File: config.mk
export PLATFORM = sky130hd
export DESIGN_NAME = sound_lut_player_flat
export DESIGN_NICKNAME = d
export VERILOG_FILES = /design/src/rtl/sound_lut_player_if.sv /design/src/rtl/sound_lut_player.sv /design/src/flat_wrapper.sv
export SDC_FILE = /design/constraint.sdc
export NUM_CORES = 1
export LEC_CHECK = 0
export ABC_AREA = 1
export CAP_MARGIN = 0
export CELL_PAD_IN_SITES_DETAIL_PLACEMENT = 0
export CELL_PAD_IN_SITES_GLOBAL_PLACEMENT = 1
export CORE_MARGIN = 3
export CORE_UTILIZATION = 40
export CTS_BUF_LIST = sky130_fd_sc_hd__clkbuf_16
export CTS_CLUSTER_SIZE = 8
export DETAILED_ROUTE_END_ITERATION = 8
export HOLD_SLACK_MARGIN = 0.03
export PLACE_DENSITY = 0.83
export SETUP_SLACK_MARGIN = 0.05
export SLEW_MARGIN = 20
export SYNTH_ARGS = -nofsm -noshare
export SYNTH_HDL_FRONTEND = slang
export SYNTH_SLANG_ARGS = --single-unit
File: constraint.sdc
create_clock -name clka -period 4.05 [get_ports clka]
set_input_delay 1.0125 -clock clka [delete_from_list [all_inputs] [get_ports clka]]
set_output_delay 1.0125 -clock clka [all_outputs]
set_load 0.05 [all_outputs]
File: src/rtl/sound_lut_player_if.sv
`default_nettype none
// ---------------------------------------------------------------------------
// sound_lut_player_if : control, LUT read port and sample output bundle
// Revision 1.0
// ---------------------------------------------------------------------------
interface sound_lut_player_if #(
  parameter int LUT_AW = 11,
  parameter int LUT_DW = 32
) ();
  logic              trigger;
  logic              freq_wr;
  logic [LUT_AW-1:0] freq;
  logic [1:0]        duty;
  logic [3:0]        volume;
  logic              length_en;
  logic [5:0]        length;
  logic              tick_256;
  logic [LUT_AW-1:0] lut_addr;
  logic [LUT_DW-1:0] lut_dout;
  logic [3:0]        sample;
  logic              sample_valid;
  logic              active;

  modport master (
    output trigger, freq_wr, freq, duty, volume, length_en, length, tick_256, lut_dout,
    input  lut_addr, sample, sample_valid, active
  );

  modport slave (
    input  trigger, freq_wr, freq, duty, volume, length_en, length, tick_256, lut_dout,
    output lut_addr, sample, sample_valid, active
  );
endinterface
`default_nettype wire

File: src/rtl/sound_lut_player.sv
`default_nettype none
// ---------------------------------------------------------------------------
// sound_lut_player : duty-cycle pulse channel timed by periods read from a LUT BRAM
// Revision 1.0
// ---------------------------------------------------------------------------
module sound_lut_player #(
  parameter int LUT_AW = 11,
  parameter int LUT_DW = 32
) (
  input wire logic           clka,
  input wire logic           rsta,
  sound_lut_player_if.slave  bus
);

  localparam logic [1:0] S_IDLE = 2'd0;
  localparam logic [1:0] S_ADDR = 2'd1;
  localparam logic [1:0] S_WAIT = 2'd2;
  localparam logic [1:0] S_RUN  = 2'd3;

  localparam logic [LUT_DW-1:0] c_one = {{(LUT_DW-1){1'b0}}, 1'b1};

  logic [1:0]        r_state;
  logic [LUT_AW-1:0] r_lut_addr;
  logic [3:0]        r_sample;
  logic              r_sample_valid;
  logic              r_active;
  logic [2:0]        r_phase;
  logic [LUT_DW-1:0] r_period;
  logic [LUT_DW-1:0] r_pcnt;
  logic [6:0]        r_lcnt;

  logic [7:0]        w_pattern;
  logic [2:0]        w_phase_nx;
  logic [LUT_DW-1:0] w_period_ld;
  logic              w_len_dec;

  always_comb begin
    w_pattern = 8'h01;
    case (bus.duty)
      2'd0:    w_pattern = 8'h01;
      2'd1:    w_pattern = 8'h81;
      2'd2:    w_pattern = 8'h87;
      default: w_pattern = 8'h7E;
    endcase
  end

  assign w_phase_nx  = r_phase + 3'd1;
  // A zero LUT entry would stall the counter; treat it as one cycle per step
  assign w_period_ld = (bus.lut_dout == '0) ? c_one : bus.lut_dout;
  assign w_len_dec   = bus.tick_256 && bus.length_en && r_active && (r_lcnt != 7'd0);

  always_ff @(posedge clka or posedge rsta) begin
    if (rsta) begin
      r_state        <= S_IDLE;
      r_lut_addr     <= '0;
      r_sample       <= 4'd0;
      r_sample_valid <= 1'b0;
      r_active       <= 1'b0;
      r_phase        <= 3'd0;
      r_period       <= '0;
      r_pcnt         <= '0;
      r_lcnt         <= 7'd0;
    end else begin
      r_sample_valid <= 1'b0;
      if (bus.trigger) begin
        r_lcnt     <= 7'd64 - {1'b0, bus.length};
        r_lut_addr <= bus.freq;
        r_phase    <= 3'd0;
        r_state    <= S_ADDR;
      end else if (r_active && (r_lcnt == 7'd0)) begin
        r_state  <= S_IDLE;
        r_active <= 1'b0;
        r_sample <= 4'd0;
      end else begin
        if (w_len_dec) begin
          r_lcnt <= r_lcnt - 7'd1;
        end
        case (r_state)
          S_IDLE: begin
            r_sample <= 4'd0;
            r_active <= 1'b0;
          end
          S_ADDR: r_state <= S_WAIT;
          S_WAIT: begin
            r_period <= w_period_ld;
            r_pcnt   <= w_period_ld;
            r_active <= 1'b1;
            r_state  <= S_RUN;
          end
          S_RUN: begin
            if (bus.freq_wr) begin
              r_lut_addr <= bus.freq;
              r_state    <= S_ADDR;
            end else if (r_pcnt == c_one) begin
              r_pcnt         <= r_period;
              r_phase        <= w_phase_nx;
              r_sample       <= w_pattern[w_phase_nx] ? bus.volume : 4'd0;
              r_sample_valid <= 1'b1;
            end else begin
              r_pcnt <= r_pcnt - c_one;
            end
          end
          default: r_state <= S_IDLE;
        endcase
      end
    end
  end

  assign bus.lut_addr     = r_lut_addr;
  assign bus.sample       = r_sample;
  assign bus.sample_valid = r_sample_valid;
  assign bus.active       = r_active;

endmodule
`default_nettype wire

File: src/flat_wrapper.sv
// flat-port wrapper written by rule: the top's interface ports become plain ports
module sound_lut_player_flat 
#(
  parameter int LUT_AW = 11,
  parameter int LUT_DW = 32
)
  (clka, rsta, bus_trigger, bus_freq_wr, bus_freq, bus_duty, bus_volume, bus_length_en, bus_length, bus_tick_256, bus_lut_dout, bus_lut_addr, bus_sample, bus_sample_valid, bus_active);
  sound_lut_player_if #(.LUT_AW(LUT_AW), .LUT_DW(LUT_DW)) bus_i ();
  input wire logic clka;
  input wire logic rsta;
  input wire logic [$bits(bus_i.trigger)-1:0] bus_trigger;
  input wire logic [$bits(bus_i.freq_wr)-1:0] bus_freq_wr;
  input wire logic [$bits(bus_i.freq)-1:0] bus_freq;
  input wire logic [$bits(bus_i.duty)-1:0] bus_duty;
  input wire logic [$bits(bus_i.volume)-1:0] bus_volume;
  input wire logic [$bits(bus_i.length_en)-1:0] bus_length_en;
  input wire logic [$bits(bus_i.length)-1:0] bus_length;
  input wire logic [$bits(bus_i.tick_256)-1:0] bus_tick_256;
  input wire logic [$bits(bus_i.lut_dout)-1:0] bus_lut_dout;
  output wire logic [$bits(bus_i.lut_addr)-1:0] bus_lut_addr;
  output wire logic [$bits(bus_i.sample)-1:0] bus_sample;
  output wire logic [$bits(bus_i.sample_valid)-1:0] bus_sample_valid;
  output wire logic [$bits(bus_i.active)-1:0] bus_active;
  assign bus_i.trigger = bus_trigger;
  assign bus_i.freq_wr = bus_freq_wr;
  assign bus_i.freq = bus_freq;
  assign bus_i.duty = bus_duty;
  assign bus_i.volume = bus_volume;
  assign bus_i.length_en = bus_length_en;
  assign bus_i.length = bus_length;
  assign bus_i.tick_256 = bus_tick_256;
  assign bus_i.lut_dout = bus_lut_dout;
  assign bus_lut_addr = bus_i.lut_addr;
  assign bus_sample = bus_i.sample;
  assign bus_sample_valid = bus_i.sample_valid;
  assign bus_active = bus_i.active;
  sound_lut_player #(.LUT_AW(LUT_AW), .LUT_DW(LUT_DW)) u_core (.clka(clka), .rsta(rsta), .bus(bus_i));
endmodule
**Word level (Yosys, flattened, before mapping)**

Index checks and enable logic that the tools add are counted.

- Register bits: 93
- Latch bits: 0
- Bits in writable memories: 0
- Memory bits (read-only): 0
- Input bits: 61
- Output and inout bits: 17
- Word-level logic and storage cells: 88
- Memories: 0

- $add $sub $neg: 4
- Multiply operators: 0
- Divide/modulo/power cells: 0
- Magnitude comparators: 1
- Equal/unequal tests: 12
- Shifts and indexed selects: 0
- Mux-type cells: 35
- Bitwise operators: 2
- Reductions and logical operators: 25

Operator list:

| operator | number |
|---|---|
| two-way mux 32 bit | 3 |
| case mux 32 bit (2 select lines) | 1 |
| two-way mux 11 bit | 4 |
| equality test 32 x 1 -> 1 bit, second input constant | 1 |
| zero test 32 bit | 1 |
| subtractor 32 x 1 -> 32 bit, second input constant | 1 |
| case mux 8 bit (3 select lines) | 1 |
| two-way mux 7 bit | 3 |
| two-way mux 4 bit | 4 |
| two-way mux 3 bit | 5 |
| AND reduction 4 bit | 3 |
| nonzero test 2 bit | 5 |
| case mux 4 bit (2 select lines) | 1 |
| zero test 7 bit | 1 |
| two-way mux 1 bit | 7 |
| nonzero test 7 bit | 1 |
| subtractor 7 x 1 -> 7 bit, second input constant | 1 |
| subtractor 7 x 6 -> 7 bit, first input constant | 1 |
| equality test 2 bit, second input constant | 3 |
| two-way mux 2 bit | 3 |
| inequality test 2 bit, second input constant | 3 |
| case mux 2 bit (3 select lines) | 1 |
| AND reduction 2 bit | 3 |
| AND reduction 3 bit | 2 |
| other kinds (13) | 20 |

**Logic depth before layout (Yosys ltp)**

- Word-level depth: 9
- Gate-level depth with buffers: 12

**Least setup slack after synthesis**

OpenSTA, ideal clock, no wires.

- Path kind: in2reg
- Start point: in bus_duty[0]
- End point: reg u_core.r_sample[0] (netlist: u_core.bus.sample[0])
- Setup time: 77 ps
- Data arrival time: 1873 ps
- Path slack: 2099 ps
- Stages on the path: 7
- Path buffers: 0
- Cell sequence: inv_1 ha_1 o211ai_1 nand2_1 nor2_1 nand2_1 o21ai_1

- Cells in the longest elaborated chain, start to end: 9
- Elaborated cells between the ends (all ways): 11
- Classes of those cells: eq/ne: 2; mux: 8; reduce/logical: 1

Ends and longest elaborated chain:

| item | line | source |
|---|---|---|
| start, declared | flat_wrapper.sv:14 | `input wire logic [$bits(bus_i.duty)-1:0] bus_duty;` |
| equality test 2 bit (tied with other cells) | sound_lut_player.sv:39 | `case (bus.duty)` |
| case mux 8 bit (3 select lines) (*) | sound_lut_player.sv:39 |  |
| binary-select mux 1 bit (select 3 bit) (*) | sound_lut_player.sv:97 | `r_sample <= w_pattern[w_phase_nx] ? bus.volume : 4'd0;` |
| two-way mux 1 bit (not written as such) (*) | sound_lut_player.sv:97 |  |
| two-way mux 4 bit (*) | sound_lut_player.sv:97 |  |
| two-way mux 4 bit (*) | sound_lut_player.sv:94 | `end else if (r_pcnt == c_one) begin` |
| two-way mux 4 bit (*) | sound_lut_player.sv:91 | `if (bus.freq_wr) begin` |
| case mux 4 bit (2 select lines) (*) | sound_lut_player.sv:78 | `case (r_state)` |
| two-way mux 4 bit (*) | sound_lut_player.sv:70 | `end else if (r_active && (r_lcnt == 7'd0)) begin` |
| end signal, assigned | sound_lut_player.sv:97 |  |
| end, declared | sound_lut_player.sv:24 | `logic [3:0] r_sample;` |

Mark *: on every way between the ends. The rest lies on a longest branch, timed or not. The select of a mux whose other input is x is not followed.
A chain may end at the register's enable or synchronous reset.

**Worst setup path in the final report**

- Start point: in bus_trigger
- End point: reg u_core.r_period[30]

- Cells in the longest elaborated chain, start to end: 2

Ends and longest elaborated chain:

| item | line | source |
|---|---|---|
| start, declared | flat_wrapper.sv:11 | `input wire logic [$bits(bus_i.trigger)-1:0] bus_trigger;` |
| inverter 1 bit (no line) | - |  |
| AND reduction 3 bit (no line) | - |  |
| end signal, assigned | sound_lut_player.sv:85 | `r_period <= w_period_ld;` |
| end, declared | sound_lut_player.sv:28 | `logic [LUT_DW-1:0] r_period;` |

Every way passes these cells.

==> results_dict.tcl <==
set metrics [dict create \
    firstDrtPassIters 5 \
    cpMostUsedCell "buf_4" \
    yosysSeqAreaShare_pct 37.7 \
    final_common_cell "nand2_1" \
    period_needed_ns 2.69 \
    grt_pass1_wl_mm 27.0 \
    numCtsBuffers 9 \
    hold_depth 2 \
    fin_nets 1036 \
    n_antenna_cell 0 \
    grt_pass1_vias 5414 \
    clock_sink_count 93 \
    grtUsageTotal_pct 20.1 \
    drv_slew 0 \
    syn_area_sq_um 6170 \
    p_leak_nw 3.64 \
    cts-root-buf "clkbuf_16" \
    fillCellCount 1529 \
    insertion_delay_ns 0.36 \
    drtIter0Drc 270 \
    dieArea_sq_um 17000 \
    crit_type "in -> reg" \
    postCtsHoldBufs 0 \
    tritoncts "yes" \
    setup_ws_ns 1.36 \
    place_congestion 0.902 \
    rrSetupSlack_ns 1.80 \
    synth.net_count 970 \
    timing.rr.start "u_core.r_lcnt[0]$_DFFE_PP0P_" \
    tns_ns 0 \
    hold_slack_ns 0.482 \
    required_ns 4.29 \
    overflow 0 \
    yosysWarnings 0 \
    ir_drop_mv 0.264 \
    finalSetupViolCount 0 \
    relSlewSlack_pct 52.9 \
    rsz0062_at_grt "no" \
    min_from "u_core.bus.lut_addr[9]$_DFFE_PP0P_" \
    numPortBuffers 77 \
    synth_cells 898 \
    drive_gt1_share_pct 8.67 \
    drcViolationCount 0 \
    io_pins 78 \
    start_kind "input pin" \
    worst_slew_pin_slew_ns 0.706 \
    ant_nets 0 \
    crit_path_max_fanout 34 \
    r2r_cells 10 \
    grt_max_degree 59 \
    initial_core_util_pct 41.7 \
    hpwlAfterDp_mm 11.9 \
    vias 5609 \
    wl_per_cell_um 14.0 \
    avgSynthCellArea_sq_um 6.87 \
    place_ws_ns 0.994 \
    netlist_top_cells_area "dfrtp_1 38%, nand2_1 18%, inv_1 6.8%" \
    core_area_sq_um 14800 \
    async_reset_ff_share_pct 100 \
    synth-seq-cells 93 \
    synthDistinctLibCells 38 \
    synth_edf_count 0 \
    cts_resized 0 \
    status "finished, final reports clean" \
    dieHeight_um 130 \
    cts_max_level 3 \
    fin_total_pwr_mw 4.43 \
    fin_skew_ns 0.00641 \
    endpoint_kind "register" \
    hold_class "reg -> reg" \
    area_delta_synth_final_pct 19.4 \
    synth_top_area_cell "dfrtp_1" \
    grt_antenna_before_repair 0 \
    finalHoldViolations 0 \
    fmax_ghz 0.371 \
    max_cap_violations 0 \
    path_clk_slew_ns 0.07 \
    die_x_um 130 \
    critical_path.cell_chain "clkdlybuf4s50_1, buf_4, inv_1, buf_4, nand3_2, buf_12, nand2_1, o21ai_0" \
    vias_per_cell 4.86 \
    synth_top_area_share_pct 37.7 \
    slowest_delay_ns 0.49 \
    wl_mm 16.1 \
    worstPathArrival_ns 2.93 \
    reg2reg_to "u_core.r_pcnt[0]$_DFFE_PP0P_" \
    cts_buffer_depth 2 \
    min_to "u_core.bus.lut_addr[9]$_DFFE_PP0P_" \
    synth_ff_type "dfrtp_1" \
    period_share_pct 66.5 \
    rows 44 \
    cts_setup_buffers 0 \
    layout_common_cells "297 x nand2_1, 111 x inv_1, 105 x nor2_1" \
    crit_slowest_cell "nand3_2" \
    powerDensity_nw_per_um2 601 \
]
-- state kept, by name, summed over array words and instances, names as in the netlist --
register                 count
u_core.r_state               2
u_core.r_lcnt                7
u_core.bus.lut_addr         11
u_core.bus.active            1
u_core.bus.sample            4
u_core.r_phase               3
u_core.bus.sample_valid      1
u_core.r_pcnt               32
u_core.r_period             32
-- area by class of cell --
class,instances,area (sq um),share of cell area (%)
clock buffers,9,225,3.05
flip-flops and latches,93,2330,31.6
well taps,184,230,3.12
clock inverters,7,66.3,0.900
repair buffers,84,848,11.5
inverters,112,423,5.74
multi-input cells,664,3250,44.1
-- metrics by stage --
step / area, sq um / cells / util (%)
global placement: 7080 / 1137 / 47.8
floorplan: 6170 / 898 / -
detailed placement: 7080 / 1137 / 47.8
global route: 7370 / 1153 / 49.8
finish: 7370 / 1153 / 49.8
CTS: 7370 / 1153 / 49.8
-- per-layer routing --
layer	wire length [um]	vias up	GRT usage (%)	share of wire [%]
met5	0	-	0	0
met4	274	0	7.33	1.7
met3	779	20	3.68	4.8
met2	7290	96	31.6	45
met1	7740	2547	27.7	48
li1	-	2946	-	-
-- how the worst max path moves through the flow --
stage | startpoint | endpoint | slack (ns) | cells past startpoint
after floorplan | rsta | u_core.bus.active$_DFFE_PP0P_ | 0.62 | 1
after global placement | bus_trigger | u_core.r_period[31]$_DFFE_PP0P_ | 1.07 | 8
after detailed placement | bus_trigger | u_core.r_period[30]$_DFFE_PP0P_ | 0.99 | 8
after CTS | u_core.bus.active$_DFFE_PP0P_ | bus_active | 1.37 | 1
after global routing | bus_trigger | u_core.r_period[30]$_DFFE_PP0P_ | 1.19 | 8
final | bus_trigger | u_core.r_period[30]$_DFFE_PP0P_ | 1.36 | 8
-- report_power, final --
part / total (mW) / switching, mW / internal, mW
combinational: 1.96 / 1.24 / 0.717
clock: 0.864 / 0.388 / 0.476
sequential: 1.61 / 0.324 / 1.29
-- worst max-delay path: cells and delay by family --
kind | cells | cell delay (ns)
AOI/OAI and AO/OA | 1 | 0.08
and+or+nand+nor | 2 | 0.56
buffers and inverters | 5 | 1.26
-- cells by family after synthesis --
group	count (synthesis)	synth area share, %
DFF	93	37.7
AOI/OAI and AO/OA	120	11.0
xor gates and xnor gates	11	1.56
buffers and inverters	141	9.73
adders and majority gates	11	2.23
and+or+nand+nor	522	37.8
-- cell usage after synthesis (10+ instances only) --
| cell | n |
|---|---|
| nand3_1 | 50 |
| nand3_2 | 10 |
| inv_1 | 111 |
| a21oi_1 | 24 |
| ha_1 | 11 |
| o21ai_0 | 60 |
| a21boi_1 | 10 |
| nor2_2 | 16 |
| dfrtp_1 | 93 |
| nor2_1 | 105 |
| nand2_1 | 297 |
| o21ai_1 | 10 |
(Power assumes the default switching activity.)
==> variant: new RTL, config.mk and constraints unchanged <==
`LUT_DW` is set to 32 in 3 places; all go to 48.
--- a/src/rtl/sound_lut_player_if.sv
+++ b/src/rtl/sound_lut_player_if.sv
@@ -5,7 +5,7 @@
 // ---------------------------------------------------------------------------
 interface sound_lut_player_if #(
   parameter int LUT_AW = 11,
-  parameter int LUT_DW = 32
+  parameter int LUT_DW = 48
 ) ();
   logic              trigger;
   logic              freq_wr;
--- a/src/rtl/sound_lut_player.sv
+++ b/src/rtl/sound_lut_player.sv
@@ -5,7 +5,7 @@
 // ---------------------------------------------------------------------------
 module sound_lut_player #(
   parameter int LUT_AW = 11,
-  parameter int LUT_DW = 32
+  parameter int LUT_DW = 48
 ) (
   input wire logic           clka,
   input wire logic           rsta,
--- a/src/flat_wrapper.sv
+++ b/src/flat_wrapper.sv
@@ -2,7 +2,7 @@
 module sound_lut_player_flat 
 #(
   parameter int LUT_AW = 11,
-  parameter int LUT_DW = 32
+  parameter int LUT_DW = 48
 )
   (clka, rsta, bus_trigger, bus_freq_wr, bus_freq, bus_duty, bus_volume, bus_length_en, bus_length, bus_tick_256, bus_lut_dout, bus_lut_addr, bus_sample, bus_sample_valid, bus_active);
   sound_lut_player_if #(.LUT_AW(LUT_AW), .LUT_DW(LUT_DW)) bus_i ();
Ports: changed (resized bus_lut_dout); port bits go from 78 to 94. No check against the original RTL was run, so the function may have changed too.
==> variant against the unedited design <==
Synthesized area up 32%. Critical path depth grew 1. Die area is 31% higher. Largest cell class unchanged. Sequential power rose by 35%. Critical endpoint is now u_core.r_pcnt[24]. First-iteration DRC count is 100% higher. Largest power group unchanged. Wire length increased by 45%. Sequential cell count rose by 32. Setup slack got worse by 0.033 ns. Design area rose by 35%. Utilization up 0.62 points. Cell count up 36%. Power increased by 40%.
==> variant: results (changes against the unedited design) <==
| Metric | Value |
|---|---|
| M1 GR Usage | `0.307 (+0.0306)` |
| Cell variety after synth | `40 (+5.3%)` |
| Top cells by area, synth | `dfrtp_1 (38%), nand2_1 (19%), inv_1 (6.9%)` |
| Wirelength, routed | `23,400 um (+45%)` |
| Detailed Place HPWL | `16,900 um (+41%)` |
| Synth Area per Inst | `6.79 um2 (-1.3%)` |
| Largest stage delay on the critical path | `0.45 ns (-0.04 ns)` |
| Num CTS Buffers | `17 (+8)` |
| PortBufs | `93 (+21%)` |
| Highest-delay cell along the critical path | `clkdlybuf4s50_1` |
| Total track usage | `0.220 (+0.0196)` |
| Post-Layout Cell Count | `1,566 (+36%)` |
| Routed met2 length | `10,600 um (+45%)` |
| Placed cell count | `1,534 (+35%)` |
| Met3 routed WL | `1310 um (+68%)` |
| H-Tree Depth | `4 (+1)` |
| Core Util, Final | `0.504 (+0.00625)` |
| Synth cell count leaders | `nand2_1 (406), inv_1 (151), dfrtp_1 (125), nor2_1 (104), nand3_1 (85)` |
| Crit path DAT | `3.04 ns (+0.11 ns)` |
| DR vias | `7,778 (+39%)` |
| Fillers | `2,045 (+34%)` |
| Static Leak | `4.91 nW (+35%)` |
| Clock Latency Late Sink | `0.43 ns (+0.07 ns)` |
| Net count after synthesis | `1,293 (+33%)` |
| Setup WS pre-CTS | `0.868 ns (-0.126 ns)` |
| M3 GR Usage | `0.0517 (+0.0148)` |
| First-pass GRT wire length | `39,400 um (+46%)` |
| Drt initial violations | `552 (+100%)` |
| Largest net degree at the start of global routing | `94 (+59%)` |
| Outcome | `finished clean` |
| Clk_skew | `0.00685 ns (+0.000446 ns)` |
-- variant: cell type report --
type / count / share of cell area
multi-input combinational: 880 / 0.423
inverter: 159 / 0.0602
timing repair buffer: 105 / 0.107
clock inverter: 15 / 0.0195
clock buffer: 17 / 0.0427
sequential: 125 / 0.314
tap: 265 / 0.0333
-- variant: cell families (layout without fill, tap and decap cells) --
| group | count (synthesis) | count (layout) | synth area share |
|---|---|---|---|
| DFF | 125 | 125 | 0.383 |
| and+or+nand+nor | 667 | 667 | 0.357 |
| adders and majority gates | 11 | 11 | 0.0168 |
| xor gates and xnor gates | 8 | 8 | 0.00857 |
| buffers and inverters | 200 | 296 | 0.102 |
| AOI/OAI and AO/OA | 194 | 194 | 0.134 |
-- variant: final timing paths --
kind,from,end,slack (ns),cells after the start
setup / recovery,bus_trigger,u_core.r_pcnt[24],1.32,9
hold / removal,u_core.r_phase[1],u_core.r_phase[1],0.48,2
setup reg to reg,u_core.r_lcnt[0],u_core.r_period[14],1.54,12
max in group asynchronous,rsta,u_core.r_pcnt[28],2.13,3
hold reg to reg,u_core.r_phase[1],u_core.r_phase[1],0.48,2
min in group asynchronous,rsta,u_core.r_period[2],1.09,2
-- variant: worst min-delay path: stages (launching register included) --
cell     delay (ns)
dfrtp_1        0.34
nand2_1        0.05
nand2_1        0.05
-- variant: power groups by stage --
stage / Combinational, W / Clock, W / Sequential, W
2_1_floorplan: 0.00170 / 0 / 0.00219
3_3_place_gp: 0.00235 / 0 / 0.00218
3_5_place_dp: 0.00240 / 0 / 0.00217
4_1_cts: 0.00242 / 0.00166 / 0.00217
5_1_grt: 0.00277 / 0.00171 / 0.00224
6_report: 0.00240 / 0.00164 / 0.00217
